**src/rtl/impartitor_pkg.sv**
```systemverilog
// -----------------------------------------------------------------------------
// impartitor_pkg
// Shared definitions for the sequential restoring divider:
//   - state_e  : control FSM encoding (IDLE, RUN, FIN, SIGN)
//   - CLA_GRP  : bit width of one carry-lookahead group in the subtractor
//   - clog2()  : width helper used to size the iteration counter
// -----------------------------------------------------------------------------
package impartitor_pkg;

  typedef enum logic [1:0] {
    IDLE = 2'd0,
    RUN  = 2'd1,
    FIN  = 2'd2,
    SIGN = 2'd3
  } state_e;

  localparam int CLA_GRP = 4;

  // Number of bits needed to hold values 0 .. value-1; callers pass WIDTH+1
  // so that the counter can hold WIDTH itself.
  function automatic int clog2(input int value);
    return (value <= 1) ? 1 : $clog2(value);
  endfunction

endpackage : impartitor_pkg

```
**src/rtl/scazator_cla.sv**
```systemverilog
// -----------------------------------------------------------------------------
// scazator_cla
// Combinational carry-lookahead subtractor: diff = a - b, computed as
// a + ~b + 1. Bits are grouped in CLA_GRP-bit groups; each group produces a
// group propagate/generate pair and a lookahead stage turns those into the
// group carry-ins. WIDTH need not be a multiple of CLA_GRP: operands are
// zero-extended to whole groups (the padded bits of ~b are ones, so they only
// propagate the carry and leave the carry-out unchanged).
//
// Ports:
//   a      in  WIDTH  minuend
//   b      in  WIDTH  subtrahend
//   diff   out WIDTH  a - b (modulo 2^WIDTH)
//   borrow out 1      1 when a < b (inverted carry-out)
// -----------------------------------------------------------------------------
module scazator_cla
  import impartitor_pkg::*;
#(
  parameter int WIDTH = 9
) (
  input  logic [WIDTH-1:0] a,
  input  logic [WIDTH-1:0] b,
  output logic [WIDTH-1:0] diff,
  output logic             borrow
);

  localparam int NGRP = (WIDTH + CLA_GRP - 1) / CLA_GRP;
  localparam int PW   = NGRP * CLA_GRP;

  logic [PW-1:0]   a_pad;
  logic [PW-1:0]   bn_pad;
  logic [PW-1:0]   p;
  logic [PW-1:0]   g;
  logic [PW-1:0]   sum_pad;
  logic [NGRP-1:0] grp_p;
  logic [NGRP-1:0] grp_g;
  logic [NGRP:0]   grp_c;

  assign a_pad  = PW'(a);
  assign bn_pad = ~(PW'(b));
  assign p      = a_pad ^ bn_pad;
  assign g      = a_pad & bn_pad;

  // Group propagate/generate: G = g3 | p3.g2 | p3.p2.g1 | p3.p2.p1.g0
  always_comb begin : grp_pg
    logic term;
    // NOTE: every combinational output gets a default before any branch or
    // loop, so no path leaves it unassigned and no latch is inferred.
    term  = 1'b0;
    grp_p = '0;
    grp_g = '0;
    for (int k = 0; k < NGRP; k++) begin
      grp_p[k] = &p[k*CLA_GRP +: CLA_GRP];
      for (int i = 0; i < CLA_GRP; i++) begin
        term = g[k*CLA_GRP + i];
        for (int j = i + 1; j < CLA_GRP; j++) begin
          term = term & p[k*CLA_GRP + j];
        end
        grp_g[k] = grp_g[k] | term;
      end
    end
  end

  // Group lookahead: every group carry is a flat sum of products of the
  // lower groups' G/P and the +1 carry-in, not a ripple through groups.
  always_comb begin : grp_lookahead
    logic term;
    logic carry;
    term     = 1'b0;
    carry    = 1'b0;
    grp_c    = '0;
    grp_c[0] = 1'b1;
    for (int k = 1; k <= NGRP; k++) begin
      carry = 1'b1;
      for (int m = 0; m < k; m++) begin
        carry = carry & grp_p[m];
      end
      for (int j = 0; j < k; j++) begin
        term = grp_g[j];
        for (int m = j + 1; m < k; m++) begin
          term = term & grp_p[m];
        end
        carry = carry | term;
      end
      grp_c[k] = carry;
    end
  end

  // In-group carries, again in flat lookahead form from the group carry-in.
  always_comb begin : bit_sum
    logic term;
    logic carry;
    term    = 1'b0;
    carry   = 1'b0;
    sum_pad = '0;
    for (int k = 0; k < NGRP; k++) begin
      for (int i = 0; i < CLA_GRP; i++) begin
        carry = grp_c[k];
        for (int m = 0; m < i; m++) begin
          carry = carry & p[k*CLA_GRP + m];
        end
        for (int j = 0; j < i; j++) begin
          term = g[k*CLA_GRP + j];
          for (int m = j + 1; m < i; m++) begin
            term = term & p[k*CLA_GRP + m];
          end
          carry = carry | term;
        end
        sum_pad[k*CLA_GRP + i] = p[k*CLA_GRP + i] ^ carry;
      end
    end
  end

  // Padding bits of the sum carry no information.
  logic sum_pad_unused;
  assign sum_pad_unused = ^sum_pad;

  assign diff   = sum_pad[WIDTH-1:0];
  assign borrow = ~grp_c[NGRP];

endmodule : scazator_cla

```
**src/rtl/impartitor_secvential.sv**
```systemverilog
// -----------------------------------------------------------------------------
// impartitor_secvential
// Multi-cycle restoring divider, one quotient bit per cycle. Each iteration
// shifts {R,Q} left and does a trial subtraction of the divisor through the
// scazator_cla carry-lookahead subtractor; the result is kept only when it
// does not borrow.
//
// Build option: define IMPARTITOR_SIGNED_EN for two's-complement operands
// (magnitudes divided, signs fixed up in an extra SIGN state).
//
// Ports:
//   clk          in  1      rising-edge clock
//   rst_n        in  1      asynchronous active-low reset
//   start        in  1      request strobe, sampled only while busy=0
//   dividend     in  WIDTH  numerator, captured on accept
//   divisor      in  WIDTH  denominator, captured on accept
//   busy         out 1      high from the cycle after accept through done
//   done         out 1      one-cycle pulse, results valid from this cycle
//   quotient     out WIDTH  result quotient (held until next done)
//   remainder    out WIDTH  result remainder (held until next done)
//   div_by_zero  out 1      set with done for divisor==0, cleared on accept
// -----------------------------------------------------------------------------
module impartitor_secvential
  import impartitor_pkg::*;
#(
  parameter int WIDTH = 8
) (
  input  logic             clk,
  input  logic             rst_n,
  input  logic             start,
  input  logic [WIDTH-1:0] dividend,
  input  logic [WIDTH-1:0] divisor,
  output logic             busy,
  output logic             done,
  output logic [WIDTH-1:0] quotient,
  output logic [WIDTH-1:0] remainder,
  output logic             div_by_zero
);

  localparam int CNT_W = clog2(WIDTH + 1);

  state_e           state_q, state_d;
  logic [WIDTH:0]   r_q, r_d;          // partial remainder R
  logic [WIDTH-1:0] q_q, q_d;          // quotient / shifting dividend Q
  logic [WIDTH-1:0] divisor_q, divisor_d;
  logic [CNT_W-1:0] cnt_q, cnt_d;
  logic             dz_pend_q, dz_pend_d;
  logic             done_q, done_d;
  logic [WIDTH-1:0] quotient_q, quotient_d;
  logic [WIDTH-1:0] remainder_q, remainder_d;
  logic             div_by_zero_q, div_by_zero_d;
`ifdef IMPARTITOR_SIGNED_EN
  logic             q_neg_q, q_neg_d;  // operand signs differ
  logic             r_neg_q, r_neg_d;  // dividend was negative
`endif

  logic             accept;
  logic [WIDTH:0]   r_sh;
  logic [WIDTH-1:0] q_sh;
  logic [WIDTH:0]   trial;
  logic             trial_borrow;

`ifdef IMPARTITOR_SIGNED_EN
  function automatic logic [WIDTH-1:0] magnitude(input logic [WIDTH-1:0] x);
    // The most negative value maps onto itself, which is also its correct
    // unsigned magnitude.
    return x[WIDTH-1] ? (~x + WIDTH'(1)) : x;
  endfunction
`endif

  // Shift of {R,Q}: R's top bit leaves the window. It is always zero between
  // iterations because R stays below the divisor.
  assign r_sh = {r_q[WIDTH-1:0], q_q[WIDTH-1]};
  assign q_sh = {q_q[WIDTH-2:0], 1'b0};

  logic r_top_unused;
  assign r_top_unused = r_q[WIDTH];

  scazator_cla #(
    .WIDTH (WIDTH + 1)
  ) u_scazator_cla (
    .a      (r_sh),
    .b      ({1'b0, divisor_q}),
    .diff   (trial),
    .borrow (trial_borrow)
  );

  // The done cycle still counts as busy, so the earliest new accept is the
  // cycle after done.
  assign accept = (state_q == IDLE) && !done_q && start;

  always_comb begin
    state_d       = state_q;
    r_d           = r_q;
    q_d           = q_q;
    divisor_d     = divisor_q;
    cnt_d         = cnt_q;
    dz_pend_d     = dz_pend_q;
    done_d        = 1'b0;
    quotient_d    = quotient_q;
    remainder_d   = remainder_q;
    div_by_zero_d = div_by_zero_q;
`ifdef IMPARTITOR_SIGNED_EN
    q_neg_d       = q_neg_q;
    r_neg_d       = r_neg_q;
`endif

    case (state_q)
      IDLE: begin
        if (accept) begin
          r_d           = '0;
          cnt_d         = CNT_W'(WIDTH);
          dz_pend_d     = 1'b0;
          div_by_zero_d = 1'b0;
`ifdef IMPARTITOR_SIGNED_EN
          q_d       = magnitude(dividend);
          divisor_d = magnitude(divisor);
          q_neg_d   = dividend[WIDTH-1] ^ divisor[WIDTH-1];
          r_neg_d   = dividend[WIDTH-1];
`else
          q_d       = dividend;
          divisor_d = divisor;
`endif
          if (divisor == '0) begin
            q_d       = '1;
            r_d       = {1'b0, dividend};
            dz_pend_d = 1'b1;
            state_d   = FIN;
          end else begin
            state_d   = RUN;
          end
        end
      end

      RUN: begin
        // Restoring step: keep the trial difference only when it fits.
        r_d   = trial_borrow ? r_sh : trial;
        q_d   = {q_sh[WIDTH-1:1], ~trial_borrow};
        cnt_d = cnt_q - CNT_W'(1);
        if (cnt_q == CNT_W'(1)) begin
`ifdef IMPARTITOR_SIGNED_EN
          state_d = SIGN;
`else
          state_d = FIN;
`endif
        end
      end

`ifdef IMPARTITOR_SIGNED_EN
      SIGN: begin
        if (q_neg_q) begin
          q_d = ~q_q + WIDTH'(1);
        end
        if (r_neg_q) begin
          r_d = {1'b0, ~r_q[WIDTH-1:0] + WIDTH'(1)};
        end
        state_d = FIN;
      end
`endif

      FIN: begin
        done_d        = 1'b1;
        quotient_d    = q_q;
        remainder_d   = r_q[WIDTH-1:0];
        div_by_zero_d = dz_pend_q;
        state_d       = IDLE;
      end

      default: begin
        state_d = IDLE;
      end
    endcase
  end

  // NOTE: state flops use non-blocking assignments so every flop samples the
  // pre-edge values computed by the always_comb block, whatever the order.
  always_ff @(posedge clk or negedge rst_n) begin
    if (!rst_n) begin
      state_q       <= IDLE;
      r_q           <= '0;
      q_q           <= '0;
      divisor_q     <= '0;
      cnt_q         <= '0;
      dz_pend_q     <= 1'b0;
      done_q        <= 1'b0;
      quotient_q    <= '0;
      remainder_q   <= '0;
      div_by_zero_q <= 1'b0;
`ifdef IMPARTITOR_SIGNED_EN
      q_neg_q       <= 1'b0;
      r_neg_q       <= 1'b0;
`endif
    end else begin
      state_q       <= state_d;
      r_q           <= r_d;
      q_q           <= q_d;
      divisor_q     <= divisor_d;
      cnt_q         <= cnt_d;
      dz_pend_q     <= dz_pend_d;
      done_q        <= done_d;
      quotient_q    <= quotient_d;
      remainder_q   <= remainder_d;
      div_by_zero_q <= div_by_zero_d;
`ifdef IMPARTITOR_SIGNED_EN
      q_neg_q       <= q_neg_d;
      r_neg_q       <= r_neg_d;
`endif
    end
  end

  assign busy        = (state_q != IDLE) || done_q;
  assign done        = done_q;
  assign quotient    = quotient_q;
  assign remainder   = remainder_q;
  assign div_by_zero = div_by_zero_q;

endmodule : impartitor_secvential
```
**config.mk**
```make
export PLATFORM = sky130hd
export DESIGN_NAME = impartitor_secvential
export DESIGN_NICKNAME = d
export VERILOG_FILES = /design/src/rtl/impartitor_pkg.sv /design/src/rtl/scazator_cla.sv /design/src/rtl/impartitor_secvential.sv
export SDC_FILE = /design/constraint.sdc
export NUM_CORES = 1
export LEC_CHECK = 0
export ABC_AREA = 1
export BUFFER_PORTS_ARGS = -buffer_cell sky130_fd_sc_hd__buf_2
export CORE_MARGIN = 8
export CORE_UTILIZATION = 50
export CTS_CLUSTER_SIZE = 28
export DETAILED_ROUTE_END_ITERATION = 12
export HOLD_SLACK_MARGIN = 0.05
export PLACE_DENSITY = 0.73
export SYNTH_ARGS = -nofsm -noshare
export SYNTH_HDL_FRONTEND = slang
export SYNTH_SLANG_ARGS = --single-unit
export TNS_END_PERCENT = 50
```
**constraint.sdc**
```tcl
create_clock -name clk -period 2.1 [get_ports clk]
set_clock_uncertainty 0.2 [all_clocks]
set_input_delay 0.105 -clock clk [delete_from_list [all_inputs] [get_ports clk]]
set_output_delay 0.105 -clock clk [all_outputs]
set_load 0.005 [all_outputs]
```
==> results by group <==
Drt
  • Total Wirelength: 6220 um
  • Antenna violation net count after detailed routing: 0
  • Drt first-iter violations: 188
  • Routed length per instance: 13.5 um
  • Drt drc: 0
  • Via-to-Cell Ratio: between 5 and 6
  • Via count: 2324
  • First-pass iteration count of the detailed router: 5

Timing
  • RSZ-0062 raised after global routing: true
  • Final setup violating endpoints: 3
  • Fmax: ~470 MHz
  • Post-layout minimum cycle time: 2120 ps
  • Final Hold Viols: 0
  • Final worst slack: -23.1 ps
  • Tcrit/Tclk final: 101%
  • Slew @ Worst Pin: 533 ps
  • Fin. max-slew vios: 0
  • Hold slack: 104 ps
  • Max transition margin: 64.5%

Floorplan
  • Initial core utilization: roughly 52%
  • Die X: 88.7 um
  • Die Y: 88.7 um
  • Core Region: 5110 um2
  • Io pins: 38
  • DIE AREA: 7870 um2
  • FP Rows: 26

Clock network
  • Clk slew on worst S/H paths: ~90 ps
  • CTS Root Cell: clkbuf_8
  • CTS tree: yes
  • Clk_lat worst skew: 310 ps
  • Clock sink count: between 40 and 50
  • Num CTS Buffers: 5
  • Clk buf depth: 2
  • Max H-tree Level: 2

Finish
  • Commonest cells after routing, fill and taps aside: nand2_1, dfrtp_1, inv_1
  • Share of layout cells above drive strength 1: 26.2%
  • Most common cell after layout, fill and taps aside: nand2_1
  • Final #Nets: 421
  • Antenna Cells: 0
  • Final Non-Filler Cells: 460
  • Fillers: between 400 and 500
  • Synth-to-layout area growth: 27.5%
  • Core Util, Final: 66.0%

Hold path
  • Worst min path class: in -> async

Yosys
  • Yosys reg bits: between 40 and 50
  • Post-synthesis xor/xnor area fraction: 1.66%
  • Async SR Flop Fraction: 100%
  • Proportion of synthesized area in mux cells: 0%
  • Post-synthesis simple-gate area fraction: 24.5%
  • Cells after Synth: 319
  • Synth Flop Type: dfrtp_1
  • Yosys top cell by area: dfrtp_1
  • Post-synth EDFFs: 0
  • Cell variety after synth: 28
  • Compound-cell area share of the yosys netlist: between 10 and 15%
  • Top cell type's share of synthesized area: 46.4%
  • Synth Area in Adders: 6.43%
  • Largest cells by area after synthesis: dfrtp_1, nand2_1, o21ai_0, ha_1, inv_1
  • Yosys warnings: 0
  • Mean Syn Cell Area: 8.29 um2
  • Largest family of logic cells by synthesized area: simple AND/OR/NAND/NOR gates
  • Mapped Nets: 351
  • Sequential cell area fraction in the yosys report: 46.4%
  • Post-Syn Area: between 2000 and 3000 um2

Global routing
  • Total grt overflow: 0
  • First-pass GRT wire length: 10200 um
  • Largest net degree at the start of global routing: 29
  • Number of global-route vias before repair: 2265
  • Initial antenna violation count: 0
  • Total track usage: 16.7%

Place
  • Placed instance count: 431
  • DP HPWL: 4500 um
  • PortBufs: 37
  • RD Place Congestion: between 0.9 and 1

Pwr
  • VDD IR-drop max: slightly above 1 mV
  • Leakage power: 0.00168 uW
  • Internal power: between 3000 and 4000 uW
  • Sw Pwr: 2720 uW
  • Sw Ratio: a little under half
  • Sequential share of power: 28.2%
  • Combinational power share: 62.5%
  • Pwr dens: 1770 nW/um2
  • Final Power: 5970 uW
  • Clock power share: roughly a tenth

Critical path
  • Type of destination of the critical path: flip-flop
  • Worst Path Arrival: about 2100 ps
  • Startpoint type of the worst setup path: flip-flop
  • Worst endpoint required time: 2100 ps
  • Critical path peak fanout: 3
  • R2R Setup Slk: -20 ps
  • CP Class: reg -> reg

Run
  • Max cap viols: 0

Outcome
  • Status: complete, but fails checks
  • Failing checks: negative setup slack
==> cells in the mapped netlist (4+ instances only) <==
master    instances
inv_1            40
a211oi_2          4
a21oi_1          11
nand3_1          26
buf_2             7
o21ai_0          32
ha_1             12
nand4_1           5
nor2_4            4
nor2_1           28
dfrtp_1          49
inv_2             4
nand2_1          68
==> power groups by stage <==
stage	sequential [uW]	clock [uW]	combinational, uW
after floorplan	1660	0	2370
after global placement	1660	0	3170
after detailed placement	1680	0	3230
after CTS	1670	579	3340
after global routing	1740	611	4190
final	1680	555	3730
==> stage by stage <==
step / setup slack (ps) / cell area, um2 / TNS, ps
floorplan: 1.52 / 2660 / 0
global placement: 45.2 / 2980 / 0
detailed placement: -30.7 / 2980 / -39.8
CTS: 11.1 / 3280 / 0
global route: -135 / 3370 / -462
finish: -23.1 / 3370 / -36.1
==> per-layer routing <==
| metal | vias up | global-route usage (%) | part of all wire [%] |
|---|---|---|---|
| met5 | - | 0 | 0 |
| met4 | 0 | 5.07 | 1.7 |
| met3 | 12 | 3.71 | 5.0 |
| met2 | 66 | 27.7 | 47 |
| met1 | 1076 | 21.0 | 46 |
| li1 | 1170 | - | - |
==> what timing repair did <==
action	4_1_cts	5_1_grt
pin swaps	1	5
hold endpoints to repair	70	0
hold buffers	17	0
resized for setup	3	19
endpoints found under the setup margin	3	7
buffers inserted	2	2
==> cell families (layout without fill, tap and decap cells) <==
logic type               Yosys count  after routing
AND/OR/NAND/NOR                  141            141
buffers and inverters             54            125
flip-flops                        49             49
adder cells (fa/ha/maj)           13             13
AO/OA/AOI/OAI                     57             57
XOR/XNOR                           5              5
==> path summary, 6_finish.rpt <==
check                                         from                       to  depth (start not counted)
max                             q_q[7]$_DFFE_PN0P_       r_q[7]$_DFFE_PN0P_                         16
min                                          rst_n  quotient[4]$_DFFE_PN0P_                          2
max reg2reg                     q_q[7]$_DFFE_PN0P_       r_q[7]$_DFFE_PN0P_                         16
min reg2reg                quotient[4]$_DFFE_PN0P_  quotient[4]$_DFFE_PN0P_                          2
max in group asynchronous                    rst_n       r_q[2]$_DFFE_PN0P_                          3
min in group clk                             start     cnt_q[3]$_DFFE_PN0P_                          4
==> sequential cells by signal, summed over array words and instances, names as in the netlist <==
name / flops
div_by_zero: 1
dz_pend_q: 1
q_q: 8
remainder: 8
cnt_q: 4
done: 1
divisor_q: 8
quotient: 8
r_q: 8
state_q: 2
==> final cells by class <==
cell class              instances  area (um2)  area share, %
clock inverters                 2        15.0          0.445
well taps                      70        87.6           2.60
repair buffers                 73         502           14.9
inverters                      44         165           4.90
flip-flops and latches         49        1230           36.4
clock buffers                   6        72.6           2.15
multi-input cells             216        1300           38.7
==> worst max-delay path: stages, from the launching register on <==
cell	delay [ps]
dfrtp_1	390
buf_4	140
ha_2	180
nand2_1	80
nand2_1	70
nand2_1	80
nand2_2	90
buf_6	130
ha_4	150
nand2_2	60
nand3_2	80
nand2_1	70
nand3_1	60
nand2_1	60
nand2_1	50
nand3_1	60
a21oi_1	60
No activity file was read; power rests on OpenSTA's default activity.
